**config.mk**
```make
export PLATFORM = sky130hd
export DESIGN_NAME = pipeline_hazard_controller
export DESIGN_NICKNAME = d
export VERILOG_FILES = /design/src/rtl/hazard_pkg.sv /design/src/rtl/load_use_detect.sv /design/src/rtl/pipeline_hazard_controller.sv
export SDC_FILE = /design/constraint.sdc
export NUM_CORES = 1
export LEC_CHECK = 0
export BUFFER_PORTS_ARGS = -buffer_cell sky130_fd_sc_hd__clkbuf_2
export CORE_UTILIZATION = 56
export CTS_BUF_LIST = sky130_fd_sc_hd__clkbuf_4
export CTS_CLUSTER_DIAMETER = 120
export DETAILED_ROUTE_END_ITERATION = 8
export GPL_ROUTABILITY_DRIVEN = 0
export PLACE_DENSITY = 0.95
export SETUP_SLACK_MARGIN = 0.05
export SYNTH_ARGS = -nofsm -noshare
export SYNTH_HDL_FRONTEND = slang
export SYNTH_SLANG_ARGS = --single-unit
```
**constraint.sdc**
```tcl
create_clock -name clk -period 3.3 [get_ports clk]
set_input_delay 0.495 -clock clk [delete_from_list [all_inputs] [get_ports clk]]
set_output_delay 0.495 -clock clk [all_outputs]
set_load 0.01 [all_outputs]
```
**src/rtl/hazard_pkg.sv**
```systemverilog
`default_nettype none
// ============================================================================
// Module      : hazard_pkg
// Description : Shared state encoding and register constants for the
//               pipeline hazard controller and its decode-stage helpers.
// Revision    : 1.0 - initial release
// ============================================================================
package hazard_pkg;

  typedef enum logic [1:0] {
    RUN      = 2'd0,
    MEM_WAIT = 2'd1,
    MD_WAIT  = 2'd2
  } state_t;

  localparam logic [4:0] REG_ZERO = 5'd0;

endpackage
`default_nettype wire

```
**src/rtl/load_use_detect.sv**
```systemverilog
`default_nettype none
// ============================================================================
// Module      : load_use_detect
// Description : Combinational load-use comparator between the load in EX and
//               the instruction in ID.
// Revision    : 1.0 - initial release
// ============================================================================
module load_use_detect
  import hazard_pkg::*;
(
  input  logic       idEx_MemRead,
  input  logic [4:0] idEx_RegRt,
  input  logic [4:0] ifId_RegRs,
  input  logic [4:0] ifId_RegRt,
  input  logic       ifId_UsesRt,
  output logic       hazard
);

  // $zero is never a real dependency, so a load targeting it cannot stall.
  assign hazard = idEx_MemRead && (idEx_RegRt != REG_ZERO) &&
                  ((idEx_RegRt == ifId_RegRs) ||
                   (ifId_UsesRt && (idEx_RegRt == ifId_RegRt)));

endmodule
`default_nettype wire

```
**src/rtl/pipeline_hazard_controller.sv**
```systemverilog
`default_nettype none
// ============================================================================
// Module      : pipeline_hazard_controller
// Description : Stall/flush sequencer for the 5-stage MIPS pipeline covering
//               load-use, taken branch, multi-cycle memory and mul/div.
// Revision    : 1.0 - initial release
// ============================================================================
module pipeline_hazard_controller
  import hazard_pkg::*;
#(
  parameter int MEM_TIMEOUT = 255,
  parameter int CNT_W       = 16
) (
  input  logic             clk,
  input  logic             reset,
  input  logic [4:0]       ifId_RegRs,
  input  logic [4:0]       ifId_RegRt,
  input  logic             ifId_UsesRt,
  input  logic             idEx_MemRead,
  input  logic [4:0]       idEx_RegRt,
  input  logic             idEx_MulDiv,
  input  logic             branch_taken,
  input  logic             exMem_MemAccess,
  input  logic             mem_ready,
  input  logic             muldiv_done,
  output logic             pcWrite,
  output logic             ifIdWrite,
  output logic             ifIdFlush,
  output logic             idExWrite,
  output logic             idExFlush,
  output logic             exMemWrite,
  output logic             exMemBubble,
  output logic             memWbBubble,
  output logic             muldiv_start,
  output logic [CNT_W-1:0] stall_cycles,
  output logic             mem_timeout
);

  localparam int                WAIT_W     = $clog2(MEM_TIMEOUT + 1);
  localparam logic [WAIT_W-1:0] c_waitMax  = WAIT_W'(MEM_TIMEOUT);
  localparam logic [WAIT_W-1:0] c_waitLast = WAIT_W'(MEM_TIMEOUT - 1);

  state_t            r_state;
  state_t            w_nextState;
  logic [WAIT_W-1:0] r_waitCnt;
  logic [CNT_W-1:0]  r_stallCnt;
  logic              r_memTimeout;
  logic              w_loadUse;

  load_use_detect u_loadUse (
    .idEx_MemRead (idEx_MemRead),
    .idEx_RegRt   (idEx_RegRt),
    .ifId_RegRs   (ifId_RegRs),
    .ifId_RegRt   (ifId_RegRt),
    .ifId_UsesRt  (ifId_UsesRt),
    .hazard       (w_loadUse)
  );

  // On a mem_ready or muldiv_done cycle the corresponding stall term is
  // already false, so the plain RUN priority chain gives the right result.
  always_comb begin
    pcWrite      = 1'b1;
    ifIdWrite    = 1'b1;
    ifIdFlush    = 1'b0;
    idExWrite    = 1'b1;
    idExFlush    = 1'b0;
    exMemWrite   = 1'b1;
    exMemBubble  = 1'b0;
    memWbBubble  = 1'b0;
    muldiv_start = 1'b0;
    w_nextState  = RUN;
    if (reset) begin
      w_nextState = RUN;
    end else if (((r_state == MEM_WAIT) && !mem_ready) ||
                 ((r_state != MEM_WAIT) && exMem_MemAccess && !mem_ready)) begin
      pcWrite     = 1'b0;
      ifIdWrite   = 1'b0;
      idExWrite   = 1'b0;
      exMemWrite  = 1'b0;
      memWbBubble = 1'b1;
      w_nextState = MEM_WAIT;
    end else if (((r_state == MD_WAIT) && !muldiv_done) ||
                 ((r_state != MD_WAIT) && idEx_MulDiv && !muldiv_done)) begin
      pcWrite      = 1'b0;
      ifIdWrite    = 1'b0;
      idExWrite    = 1'b0;
      exMemBubble  = 1'b1;
      muldiv_start = (r_state != MD_WAIT);
      w_nextState  = MD_WAIT;
    end else if (branch_taken) begin
      ifIdFlush = 1'b1;
      idExFlush = 1'b1;
    end else if (w_loadUse) begin
      pcWrite   = 1'b0;
      ifIdWrite = 1'b0;
      idExFlush = 1'b1;
    end
  end

  always_ff @(posedge clk) begin
    if (reset) begin
      r_state      <= RUN;
      r_waitCnt    <= '0;
      r_stallCnt   <= '0;
      r_memTimeout <= 1'b0;
    end else begin
      r_state <= w_nextState;
      if (!pcWrite && (r_stallCnt != {CNT_W{1'b1}})) begin
        r_stallCnt <= r_stallCnt + 1'b1;
      end
      // The timeout only flags the condition; the stall itself continues.
      if (r_state == MEM_WAIT) begin
        if (r_waitCnt >= c_waitLast) begin
          r_memTimeout <= 1'b1;
        end
        if (mem_ready) begin
          r_waitCnt <= '0;
        end else if (r_waitCnt != c_waitMax) begin
          r_waitCnt <= r_waitCnt + 1'b1;
        end
      end else begin
        r_waitCnt <= '0;
      end
    end
  end

  assign stall_cycles = r_stallCnt;
  assign mem_timeout  = r_memTimeout;

endmodule
`default_nettype wire

```
; ---- Word-level counts from Yosys, hierarchy flattened
; Cells that the tools add are included.
[totals]
input_bits = 24
wordCells = 66
latchBits = 0
ff_bits = 27
rom_bits = 0
output_inout_bits = 26
mem_bits_rw = 0
mem_count = 0
[classes]
n_shift = 0
n_addsub = 2
n_eq_ne = 8
div = 0
n_mul = 0
bitwise = 1
magnitude_cmp = 1
reduce_logical = 20
n_mux = 29
[op_table]
columns = cell, n
row1 = 2-to-1 mux 1 bit, 28
row2 = "adder 16 x 1 -> 16 bit, second input constant", 1
row3 = "inequality test 16 bit, second input constant", 1
row4 = == test 5 bit, 2
row5 = logical AND 1 bit, 10
row6 = "adder 8 x 1 -> 8 bit, second input constant", 1
row7 = ">= comparator 8 bit, second input constant", 1
row8 = "inequality test 8 bit, second input constant", 1
row9 = nonzero test 5 bit, 1
row10 = zero test 1 bit, 3
row11 = logical OR 1 bit, 3
row12 = OR reduction 3 bit, 1
row13 = "== test 2 x 1 -> 1 bit, second input constant", 1
row14 = "== test 2 bit, second input constant", 1
row15 = 2-to-1 mux 2 bit, 1
row16 = "inequality test 2 x 1 -> 1 bit, second input constant", 1
row17 = "inequality test 2 bit, second input constant", 1
row18 = AND reduction 2 bit, 1
row19 = OR reduction 2 bit, 1
row20 = inverter 1 bit, 1

; ---- Logic depth before layout (Yosys ltp)
; Gate-level depths: netlist of run 1.
[logic_depth]
depth_word = 11
mapped_depth = 9
mapped_depth_nobuf = 7

; ---- Hierarchy
; From an unflattened synthesis of run 1, not the netlist that was laid out.
[unflattened]
cells_unflattened = 187
area_unflattened_um2 = 1507.7
[modules_own_cells]
columns = mod, n_inst, area_per_inst_um2, cells_per_inst, seq_area_each_um2
row1 = pipeline_hazard_controller, 1, 1375.1, 170, 540.5
row2 = load_use_detect, 1, 132.6, 17, 0.0

; ---- Worst setup path after synthesis of run 1
; No wires, ideal clock.
[synth_path]
kind = input to output
startpoint = input port reset
endpoint = output port pcWrite
arrival_time_ns = 1.680
required_time_ns = 2.805
path_buffers = 2
setup_slack_ns = 1.125
cell_stages = 6
cell_sequence = clkbuf_1 > nor2_1 > o21ai_1 > and2_1 > o41a_1 > buf_4
[synth_via]
elab_chain_cells = 1
[synth_lines]
columns = item, line
row1 = "start, declared", pipeline_hazard_controller.sv:15  ; input logic reset,
row2 = 2-to-1 mux 1 bit, --
row3 = "end, declared", pipeline_hazard_controller.sv:26  ; output logic pcWrite,
; Every way passes these cells.

; ---- Worst setup path in the final report of run 1
[layout_path]
startpoint = register r_stallCnt[0] (netlist: stall_cycles[0])
endpoint = register r_stallCnt[14] (netlist: stall_cycles[14])
[layout_via]
elab_chain_cells = 2
elab_cells_between_ends = 3
classes_between = add/sub: 1 / eq/ne: 1 / reduce/logical: 1
[layout_lines]
columns = item, line
row1 = "start, declared", pipeline_hazard_controller.sv:46  ; logic [CNT_W-1:0] r_stallCnt;
row2 = "start signal, assigned", pipeline_hazard_controller.sv:109  ; r_stallCnt <= r_stallCnt + 1'b1;
row3 = branches (longest 2 deep; another with adder 16 x 1 -> 16 bit), --
; Parallel ways; which one is timed is not known.
; A chain may end at the register's enable or synchronous reset.

==> results.json, run 1 <==
{
  "min_path_cells": 3,
  "first_global_vias": 1202,
  "die_h_um": 53.4,
  "synthDistinctLibCells": 39,
  "io_pins": 50,
  "hold_end": "r_state[0]",
  "avgSynthCellArea_sq_um": 8.13,
  "max_cap_violations": 0,
  "drt.antenna.violating_nets": 0,
  "highest_net_fanout_along_the_worst_path": 28,
  "cts_root_buffer": "clkbuf_4",
  "critical_path.startpoint_type": "register",
  "timing.critical_path.required_ps": 3570,
  "holdBufCountCts": 0,
  "tritoncts_clock_tree": "done",
  "clockBufferDepth": 2,
  "wire_length_of_the_first_global_routing_pass_mm": 5.00,
  "worstReg2RegEnd": "stall_cycles[14]",
  "clock_sink_count": 27,
  "grt.total_usage_pct": 24.0,
  "reg2reg_slack_ps": 840,
  "post-cts-setup-buffer-count": 0,
  "synth_fp_nets": 209,
  "first_iter_violations": 30,
  "fin_crit_sh_pct": 74.5,
  "rr_startpoint": "stall_cycles[0]",
  "postRouteWirelength_mm": 3.32,
  "critical_path_class": "reg -> reg",
  "number_of_enable_flip_flop_cells_after_synthesis": 0,
  "buffer_ports.inserted": 49,
  "nature_of_the_critical_path_endpoint": "register",
  "synth_top_cells_by_count": "27 x dfxtp_1, 17 x nor2_1, 16 x a21oi_1",
  "min_period_ps": 2460,
  "fp.dieArea_sq_mm": 0.00285,
  "run_status": "finished clean",
  "critPathArrivalTime_ps": 2730,
  "cts_resized": 0,
  "setup_total_negative_slack_ps": 0,
  "most_used_standard_cell_by_instance_count_after_synthesis": "dfxtp_1",
  "path_clk_slew_ps": 150,
  "synthArstFlopShare_pct": 0,
  "drv_slew": 0,
  "synthCells": 182,
  "antenna_found_initial": 0,
  "final_design_area_no_fill_sq_mm": 0.00175,
  "synth.yosys.warnings": 0,
  "maximum_number_of_pins_on_one_net_before_global_route_repair": 29,
  "global_route.usage.met1_pct": 29.4,
  "ff2ff_path_depth": 7,
  "rows": 18,
  "overflow": 0,
  "dpl.hpwl_mm": 2.45,
  "number_of_hold_violations_in_the_final_report": 0,
  "yosys-top-cells-area": "dfxtp_1 37%, xor2_1 6.5%, a21oi_1 5.4%, or3_1 4.6%, nor2_1 4.3%",
  "unrepaired_setup_endpoints_after_global_routing": "no",
  "yosysTopAreaCell": "dfxtp_1",
  "grt_use_met3_pct": 3.74,
  "drt-vias-per-instance": 5.85,
  "drive_above_1_share_pct": 25.3,
  "dpl-instance-area_sq_mm": 0.00172,
  "drcViolationCount": 0,
  "fmax_ghz": 0.407,
  "min_from": "exMem_MemAccess",
  "tightestPinTransition_ps": 802,
  "design.core.area_sq_mm": 0.00248,
  "tritoncts_buffers": 3,
  "irDropWorstVdd_v": 0.000264,
  "avgRoutedWirePerCell_um": 12.8,
  "synth_ff_type": "dfxtp_1",
  "global_route.usage.met2_pct": 42.7,
  "synthesis.area_sq_mm": 0.00148,
  "setup_violations": 0,
  "power.density_mw_per_mm2": 318,
  "initial_core_util_pct": 59.7,
  "busiest_metal_layer_after_global_routing": "met2",
  "ctsHtreeMaxLevel": 1,
  "fin_skew_ps": 3.97,
  "drtPass1Iterations": 4,
  "nNetsFinal": 257,
  "worst_slew_margin_rel_pct": 46.5,
  "flow.area_growth_from_synthesis_pct": 18.3,
  "netlist.area_leader.share_pct": 36.5,
  "worst_setup_path_startpoint": "stall_cycles[0]",
  "worstHoldPathType": "in -> reg",
  "worstSkewPairLatency_ps": 330,
  "dr_total_vias": 1514,
  "die_w_um": 53.4,
  "antenna-diode-count": 0,
  "synth-seq-area-share_pct": 36.5,
  "leakage_nw": 0.694,
  "yosys_register_bits": 27
}
[through the flow]
stage                     power, W  hold WS (ps)  setup WS, ps  util, %  cells
after CTS                 0.000559           474           890     70.7    259
after floorplan           0.000388           483          1120        -    182
after global placement    0.000413           452           830     69.4    255
final                     0.000557           467           841     70.7    259
after detailed placement  0.000415           472           733     69.4    255
after global routing      0.000581           474           642     70.7    259
[where the power goes]
group / switching [W] / total (W) / internal (W) / leakage, nW
clock network: 0.000102 / 0.000149 / 0.0000464 / 0.0139
registers: 0.00000389 / 0.000334 / 0.000330 / 0.218
logic: 0.0000429 / 0.0000744 / 0.0000315 / 0.462
total: 0.000149 / 0.000557 / 0.000408 / 0.694
[layer usage]
layer | vias to the layer above | part of all wire [%]
li1 | 753 | -
met1 | 704 | 44
met2 | 51 | 48
met3 | 6 | 6.7
met4 | 0 | 1.1
met5 | - | 0
[worst max path at each step]
stage | end | cells past startpoint | slack, ps
floorplan | pcWrite | 6 | 1120
global placement | stall_cycles[1] | 7 | 830
detailed placement | stall_cycles[1] | 7 | 730
CTS | stall_cycles[11] | 7 | 890
global route | stall_cycles[15] | 7 | 640
finish | stall_cycles[14] | 7 | 840
[logic make-up after synthesis]
kind of cell,count (synthesis),share of synthesized area (%)
multiplexers,1,0.676
adder cells (fa/ha/maj),3,2.54
AO/OA/AOI/OAI,46,19.5
XOR/XNOR,15,8.88
buffers and inverters,13,4.65
AND/OR/NAND/NOR,77,27.2
flip-flops,27,36.5
[state kept, by name (all words and copies together), names as in the netlist]
name / count
r_waitCnt: 8
stall_cycles: 16
r_state: 2
mem_timeout: 1
[placed cells by master (no fill, tap or decap), drive strengths merged, types with 2 or more instances in the layout]
master | synthesis | layout
nor4 | 2 | 2
and2 | 3 | 3
or3 | 11 | 11
clkbuf | 2 | 52
xnor2 | 4 | 4
xor2 | 11 | 11
dfxtp | 27 | 27
inv | 7 | 7
ha | 3 | 3
nor2 | 17 | 17
nand2 | 10 | 10
o211ai | 2 | 2
o21ai | 14 | 14
nand4 | 5 | 5
and3 | 2 | 2
a21oi | 16 | 16
or2 | 3 | 3
or4 | 3 | 3
nand3 | 11 | 11
nor2b | 4 | 4
o311ai | 2 | 2
nor3 | 4 | 4
o41ai | 2 | 2
a211oi | 2 | 2
a31oi | 2 | 2
[worst max-delay path, stage by stage (launching register included)]
cell and delay, ps:
dfxtp_1 440, ha_1 240, nand4_1 130, nor4_1 380, a21oi_1 60, o21ba_1 760, o21ai_0 230, a21oi_1 160
[cell type report]
type	instances	area [sq um]
multi-input combinational	142	871
fill	226	727
sequential	27	541
timing repair buffer	49	245
tap	30	37.5
inverter	7	26.3
clock buffer	3	22.5
clock inverter	1	7.51
No activity file was read; power rests on OpenSTA's default activity.
==> run 2, diff against run 1 <==
--- a/config.mk
+++ b/config.mk
@@ -6,12 +6,12 @@
 export NUM_CORES = 1
 export LEC_CHECK = 0
 export BUFFER_PORTS_ARGS = -buffer_cell sky130_fd_sc_hd__clkbuf_2
-export CORE_UTILIZATION = 56
+export CORE_UTILIZATION = 52
 export CTS_BUF_LIST = sky130_fd_sc_hd__clkbuf_4
 export CTS_CLUSTER_DIAMETER = 120
 export DETAILED_ROUTE_END_ITERATION = 8
 export GPL_ROUTABILITY_DRIVEN = 0
-export PLACE_DENSITY = 0.95
+export PLACE_DENSITY = 0.92
 export SETUP_SLACK_MARGIN = 0.05
 export SYNTH_ARGS = -nofsm -noshare
 export SYNTH_HDL_FRONTEND = slang
==> constraint.sdc (replaced) <==
create_clock -name clk -period 2.35 [get_ports clk]
set_input_delay 0.3525 -clock clk [delete_from_list [all_inputs] [get_ports clk]]
set_output_delay 0.3525 -clock clk [all_outputs]
set_load 0.01 [all_outputs]
==> results.json, run 2 (synthesis results as in run 1) <==
{
  "timing.critical_path.depth": 8,
  "layout_common_cells": "49 x clkbuf_2, 27 x dfxtp_1, 17 x nor2_1, 16 x a21oi_1, 12 x o21ai_0",
  "path_cells": "ha_1, nand4_1, nor4_1, or4_1, o21ba_1, buf_4, or3_1, a21oi_1",
  "setup_violations": 0,
  "clock_sink_count": 27,
  "fin_skew_ps": 1.12,
  "rr_startpoint": "stall_cycles[0]",
  "post-cts-setup-buffer-count": 0,
  "critPathArrivalTime_ps": 2450,
  "worstHoldPathType": "in -> reg",
  "highest_net_fanout_along_the_worst_path": 12,
  "largest_register_ffs": 16,
  "postRouteWirelength_mm": 3.42,
  "timing.critical_path.buf_inv": 1,
  "min_path_cells": 2,
  "reg2reg_slack_ps": 160,
  "most_common_library_cell_in_the_layout_ignoring_fill_and_taps": "clkbuf_2",
  "drt-vias-per-instance": 5.76,
  "place_ws_ps": 188,
  "overflow": 0,
  "design.core.area_sq_mm": 0.00259,
  "irDropWorstVdd_v": 0.000358,
  "drtPass1Iterations": 4,
  "setup_total_negative_slack_ps": 0,
  "tightestPinTransition_ps": 411,
  "critical_path.slowest_cell": "or4_1",
  "ctsHtreeMaxLevel": 1,
  "number_of_standard_cells_in_the_layout_taps_in_and_fillers_out": 262,
  "path_clk_slew_ps": 140,
  "worstSkewPairLatency_ps": 330,
  "timing.critical_path.required_ps": 2610,
  "dr_total_vias": 1509,
  "tritoncts_buffers": 3,
  "critical_path.startpoint_type": "register",
  "io_pins": 50,
  "worstReg2RegEnd": "stall_cycles[15]",
  "n_fill_cell": 214,
  "antenna_found_initial": 0,
  "placed_cells_incl_taps": 258,
  "cts_root_buffer": "clkbuf_4",
  "maximum_number_of_pins_on_one_net_before_global_route_repair": 17,
  "flow.area_growth_from_synthesis_pct": 19.8,
  "grt.total_usage_pct": 23.3,
  "min_from": "reset",
  "drcViolationCount": 0,
  "dpl.hpwl_mm": 2.66,
  "rows": 18,
  "fp.dieArea_sq_mm": 0.00306,
  "fin_ws_ps": 161,
  "run_status": "finished clean",
  "critical_path_class": "reg -> reg",
  "tritoncts_clock_tree": "done",
  "die_w_um": 55.4,
  "drv_slew": 0,
  "holdBufCountCts": 0,
  "fmax_ghz": 0.457,
  "worst_path_largest_cell_delay_ps": 410,
  "nature_of_the_critical_path_endpoint": "register",
  "initial_core_util_pct": 57.1,
  "nNetsFinal": 260,
  "drive_above_1_share_pct": 26.3,
  "buffer_ports.inserted": 49,
  "drt.antenna.violating_nets": 0,
  "first_iter_violations": 35,
  "timing.critical_path.max_delay_family": "simple AND/OR/NAND/NOR gates",
  "wire_length_of_the_first_global_routing_pass_mm": 5.84,
  "first_global_vias": 1393,
  "power.density_mw_per_mm2": 446,
  "cts_resized": 0,
  "leakage_nw": 0.713,
  "die_h_um": 55.4,
  "min_period_ps": 2190,
  "number_of_hold_violations_in_the_final_report": 0,
  "avgRoutedWirePerCell_um": 13.0,
  "max_cap_violations": 0,
  "hold_end": "mem_timeout",
  "unrepaired_setup_endpoints_after_global_routing": "no",
  "totalPowerFinal_w": 0.000791,
  "fin_crit_sh_pct": 93.2,
  "worst_slew_margin_rel_pct": 72.4,
  "clockBufferDepth": 2,
  "antenna-diode-count": 0,
  "ff2ff_path_depth": 8
}
-- run 2: changes by cell type in the layout (fill, tap and decap cells not counted), sizes merged --
cell / delta
buf: +3
clkbuf: +1
clkinvlp: -1
-- run 2: how the worst max path moves through the flow --
stage	slack, ps	startpoint	to
floorplan	320	stall_cycles[0]	stall_cycles[9]
global placement	270	stall_cycles[0]	stall_cycles[13]
detailed placement	190	stall_cycles[0]	stall_cycles[15]
CTS	160	stall_cycles[0]	stall_cycles[15]
global route	60	stall_cycles[0]	stall_cycles[8]
finish	160	stall_cycles[0]	stall_cycles[15]
-- run 2: layout make-up --
class                           instances  area (sq um)  share of cell area, %
Tap cell                               30          37.5                   2.12
Multi-Input combinational cell        142           871                   49.1
Sequential cell                        27           541                   30.5
Timing Repair Buffer                   52           268                   15.1
Inverter                                7          26.3                   1.48
Clock buffer                            4          30.0                   1.69
-- run 2: metrics by stage --
| stage | area (sq um) | hold slack [ps] | util (%) |
|---|---|---|---|
| 2_1_floorplan | 1480 | 483 | - |
| 3_3_place_gp | 1740 | 461 | 67.3 |
| 3_5_place_dp | 1740 | 467 | 67.3 |
| 4_1_cts | 1770 | 237 | 68.5 |
| 5_1_grt | 1770 | 240 | 68.5 |
| 6_report | 1770 | 252 | 68.5 |
-- run 2: where the power goes --
part	total [W]	internal, W	switching, W
Clock	0.000212	0.0000781	0.000134
Sequential	0.000469	0.000463	0.00000573
Combinational	0.000111	0.0000489	0.0000618
-- run 2: layer usage --
layer  up-vias  routed length (um)  GRT usage (%)
met4         0                  39           11.4
met1       680                1500           28.1
met3         4                 231           5.15
met5         -                   0              0
met2        63                1650           38.9
li1        762                   -              -
==> run 3, diff against run 2 <==
--- a/config.mk
+++ b/config.mk
@@ -11,7 +11,8 @@
 export CTS_CLUSTER_DIAMETER = 120
 export DETAILED_ROUTE_END_ITERATION = 8
 export GPL_ROUTABILITY_DRIVEN = 0
-export PLACE_DENSITY = 0.92
+export PLACE_DENSITY_LB_ADDON = 0.2
+export RECOVER_POWER = 100
 export SETUP_SLACK_MARGIN = 0.05
 export SYNTH_ARGS = -nofsm -noshare
 export SYNTH_HDL_FRONTEND = slang
==> constraint.sdc (replaced) <==
create_clock -name clk -period 2.2 [get_ports clk]
set_input_delay 0.33 -clock clk [delete_from_list [all_inputs] [get_ports clk]]
set_output_delay 0.33 -clock clk [all_outputs]
set_load 0.01 [all_outputs]
==> results.json, run 3 (synthesis results as in run 1) <==
{
  "dpl.hpwl_mm": 2.75,
  "flow.area_growth_from_synthesis_pct": 23.0,
  "totalPowerFinal_w": 0.000853,
  "p_int_w": 0.000626,
  "swShare_pct": 26.6,
  "buffer_ports.inserted": 49,
  "number_of_standard_cells_in_the_layout_taps_in_and_fillers_out": 268,
  "drt.antenna.violating_nets": 0,
  "combinationalPowerShare_pct": 16.3,
  "nNetsFinal": 266,
  "design.core.area_sq_mm": 0.00259,
  "power.density_mw_per_mm2": 468,
  "drt-vias-per-instance": 5.70,
  "wire_length_of_the_first_global_routing_pass_mm": 5.87,
  "worstHoldPathType": "in -> reg",
  "layout_common_cells": "28 x clkbuf_2, 27 x dfxtp_1, 21 x clkbuf_1, 17 x nor2_1, 16 x a21oi_1",
  "number_of_hold_violations_in_the_final_report": 0,
  "critical_path_class": "reg -> reg",
  "p_seq_share_pct": 58.5,
  "path_cells": "ha_4, nand4_1, nor4_1, or4_1, o21ba_1, buf_4, or3_1, a21oi_1",
  "fp.dieArea_sq_mm": 0.00306,
  "unrepaired_setup_endpoints_after_global_routing": "yes",
  "net-switching-power_w": 0.000227,
  "avgRoutedWirePerCell_um": 13.4,
  "place_ws_ps": 92.9,
  "maximum_number_of_pins_on_one_net_before_global_route_repair": 16,
  "critical_path.slowest_cell": "or4_1",
  "setup_total_negative_slack_ps": 0,
  "rows": 18,
  "placed_cells_incl_taps": 262,
  "min_period_ps": 2090,
  "clockBufferDepth": 2,
  "most_common_library_cell_in_the_layout_ignoring_fill_and_taps": "clkbuf_2",
  "tritoncts_buffers": 3,
  "worstSkewPairLatency_ps": 330,
  "postRouteWirelength_mm": 3.60,
  "post-route-util_pct": 70.3,
  "path_clk_slew_ps": 140,
  "tightestPinTransition_ps": 408,
  "worstReg2RegEnd": "stall_cycles[8]",
  "min_from": "reset",
  "fin_skew_ps": 5.04,
  "antenna_found_initial": 0,
  "first_iter_violations": 65,
  "fmax_ghz": 0.479,
  "critPathArrivalTime_ps": 2360,
  "worst_slew_margin_rel_pct": 72.5,
  "tritoncts_clock_tree": "done",
  "critical_path.startpoint_type": "register",
  "ctsHtreeMaxLevel": 1,
  "leakage_nw": 0.672,
  "io_pins": 50,
  "worst_path_largest_cell_delay_ps": 420,
  "timing.critical_path.required_ps": 2470,
  "grt.total_usage_pct": 23.3,
  "reg2reg_slack_ps": 110,
  "antenna-diode-count": 0,
  "fin_crit_sh_pct": 94.9,
  "min_path_cells": 2,
  "fin_ws_ps": 112,
  "irDropWorstVdd_v": 0.000359,
  "highest_net_fanout_along_the_worst_path": 13,
  "drtPass1Iterations": 4,
  "drv_slew": 0,
  "clock_sink_count": 27,
  "die_h_um": 55.4,
  "cts_root_buffer": "clkbuf_4",
  "nature_of_the_critical_path_endpoint": "register",
  "run_status": "finished clean",
  "overflow": 0,
  "dr_total_vias": 1527,
  "initial_core_util_pct": 57.1,
  "largest_register_ffs": 16,
  "drive_above_1_share_pct": 21.0,
  "ff2ff_path_depth": 8,
  "rr_startpoint": "stall_cycles[0]",
  "first_global_vias": 1334,
  "hold_end": "mem_timeout",
  "max_cap_violations": 0,
  "holdBufCountCts": 0,
  "die_w_um": 55.4,
  "setup_violations": 0,
  "clock_power_share_pct": 25.2,
  "drcViolationCount": 0
}
-- run 3: power groups by stage --
stage	logic [W]	registers, W	clock network [W]
after detailed placement	0.000129	0.000509	0
final	0.000139	0.000499	0.000215
after floorplan	0.0000701	0.000512	0
after CTS	0.000130	0.000498	0.000225
after global routing	0.000151	0.000500	0.000236
after global placement	0.000123	0.000508	0
-- run 3: timing repair --
action / in CTS / in global routing
buffers inserted: 0 / 2
gates resized for setup: 0 / 13
endpoints found under the setup margin: 0 / 16
-- run 3: through the flow --
step | instance area (sq um) | hold WS, ps
5_1_grt | 1820 | 251
2_1_floorplan | 1480 | 483
3_3_place_gp | 1770 | 487
6_report | 1820 | 239
3_5_place_dp | 1770 | 488
4_1_cts | 1800 | 223
-- run 3: cell type report --
class                   instances  area, sq um
clock buffers                   3         22.5
clock inverters                 1         5.00
fillers                       237          769
inverters                       7         26.3
multi-input cells             142          898
flip-flops and latches         27          541
well taps                      30         37.5
repair buffers                 58          290
-- run 3: worst max path at each step --
stage / endpoint / depth (start not counted) / from / slack, ps
6_report: stall_cycles[8] / 8 / stall_cycles[0] / 110
3_3_place_gp: stall_cycles[8] / 8 / idEx_RegRt[3] / 170
5_1_grt: stall_cycles[9] / 8 / stall_cycles[1] / 30
2_1_floorplan: stall_cycles[9] / 9 / stall_cycles[0] / 170
3_5_place_dp: stall_cycles[8] / 8 / idEx_RegRt[4] / 90
4_1_cts: stall_cycles[8] / 8 / stall_cycles[0] / 60
-- run 3: per-layer routing --
| metal | vias up | share of wire, % | track usage (%) | routed length [um] |
|---|---|---|---|---|
| met5 | - | 0 | 0 | 0 |
| met4 | 0 | 0.86 | 6.43 | 31 |
| met3 | 4 | 6.6 | 2.81 | 239 |
| met2 | 73 | 46 | 37.7 | 1660 |
| met1 | 675 | 46 | 32.7 | 1670 |
| li1 | 775 | - | - | - |
-- run 3: worst max-delay path, delay by kind of cell, from the launching register on --
kind / cells / cell delay, ps
AOI/OAI and AO/OA: 2 / 380
adders and majority gates: 1 / 170
buffers and inverters: 1 / 180
DFF: 1 / 360
and+or+nand+nor: 4 / 930
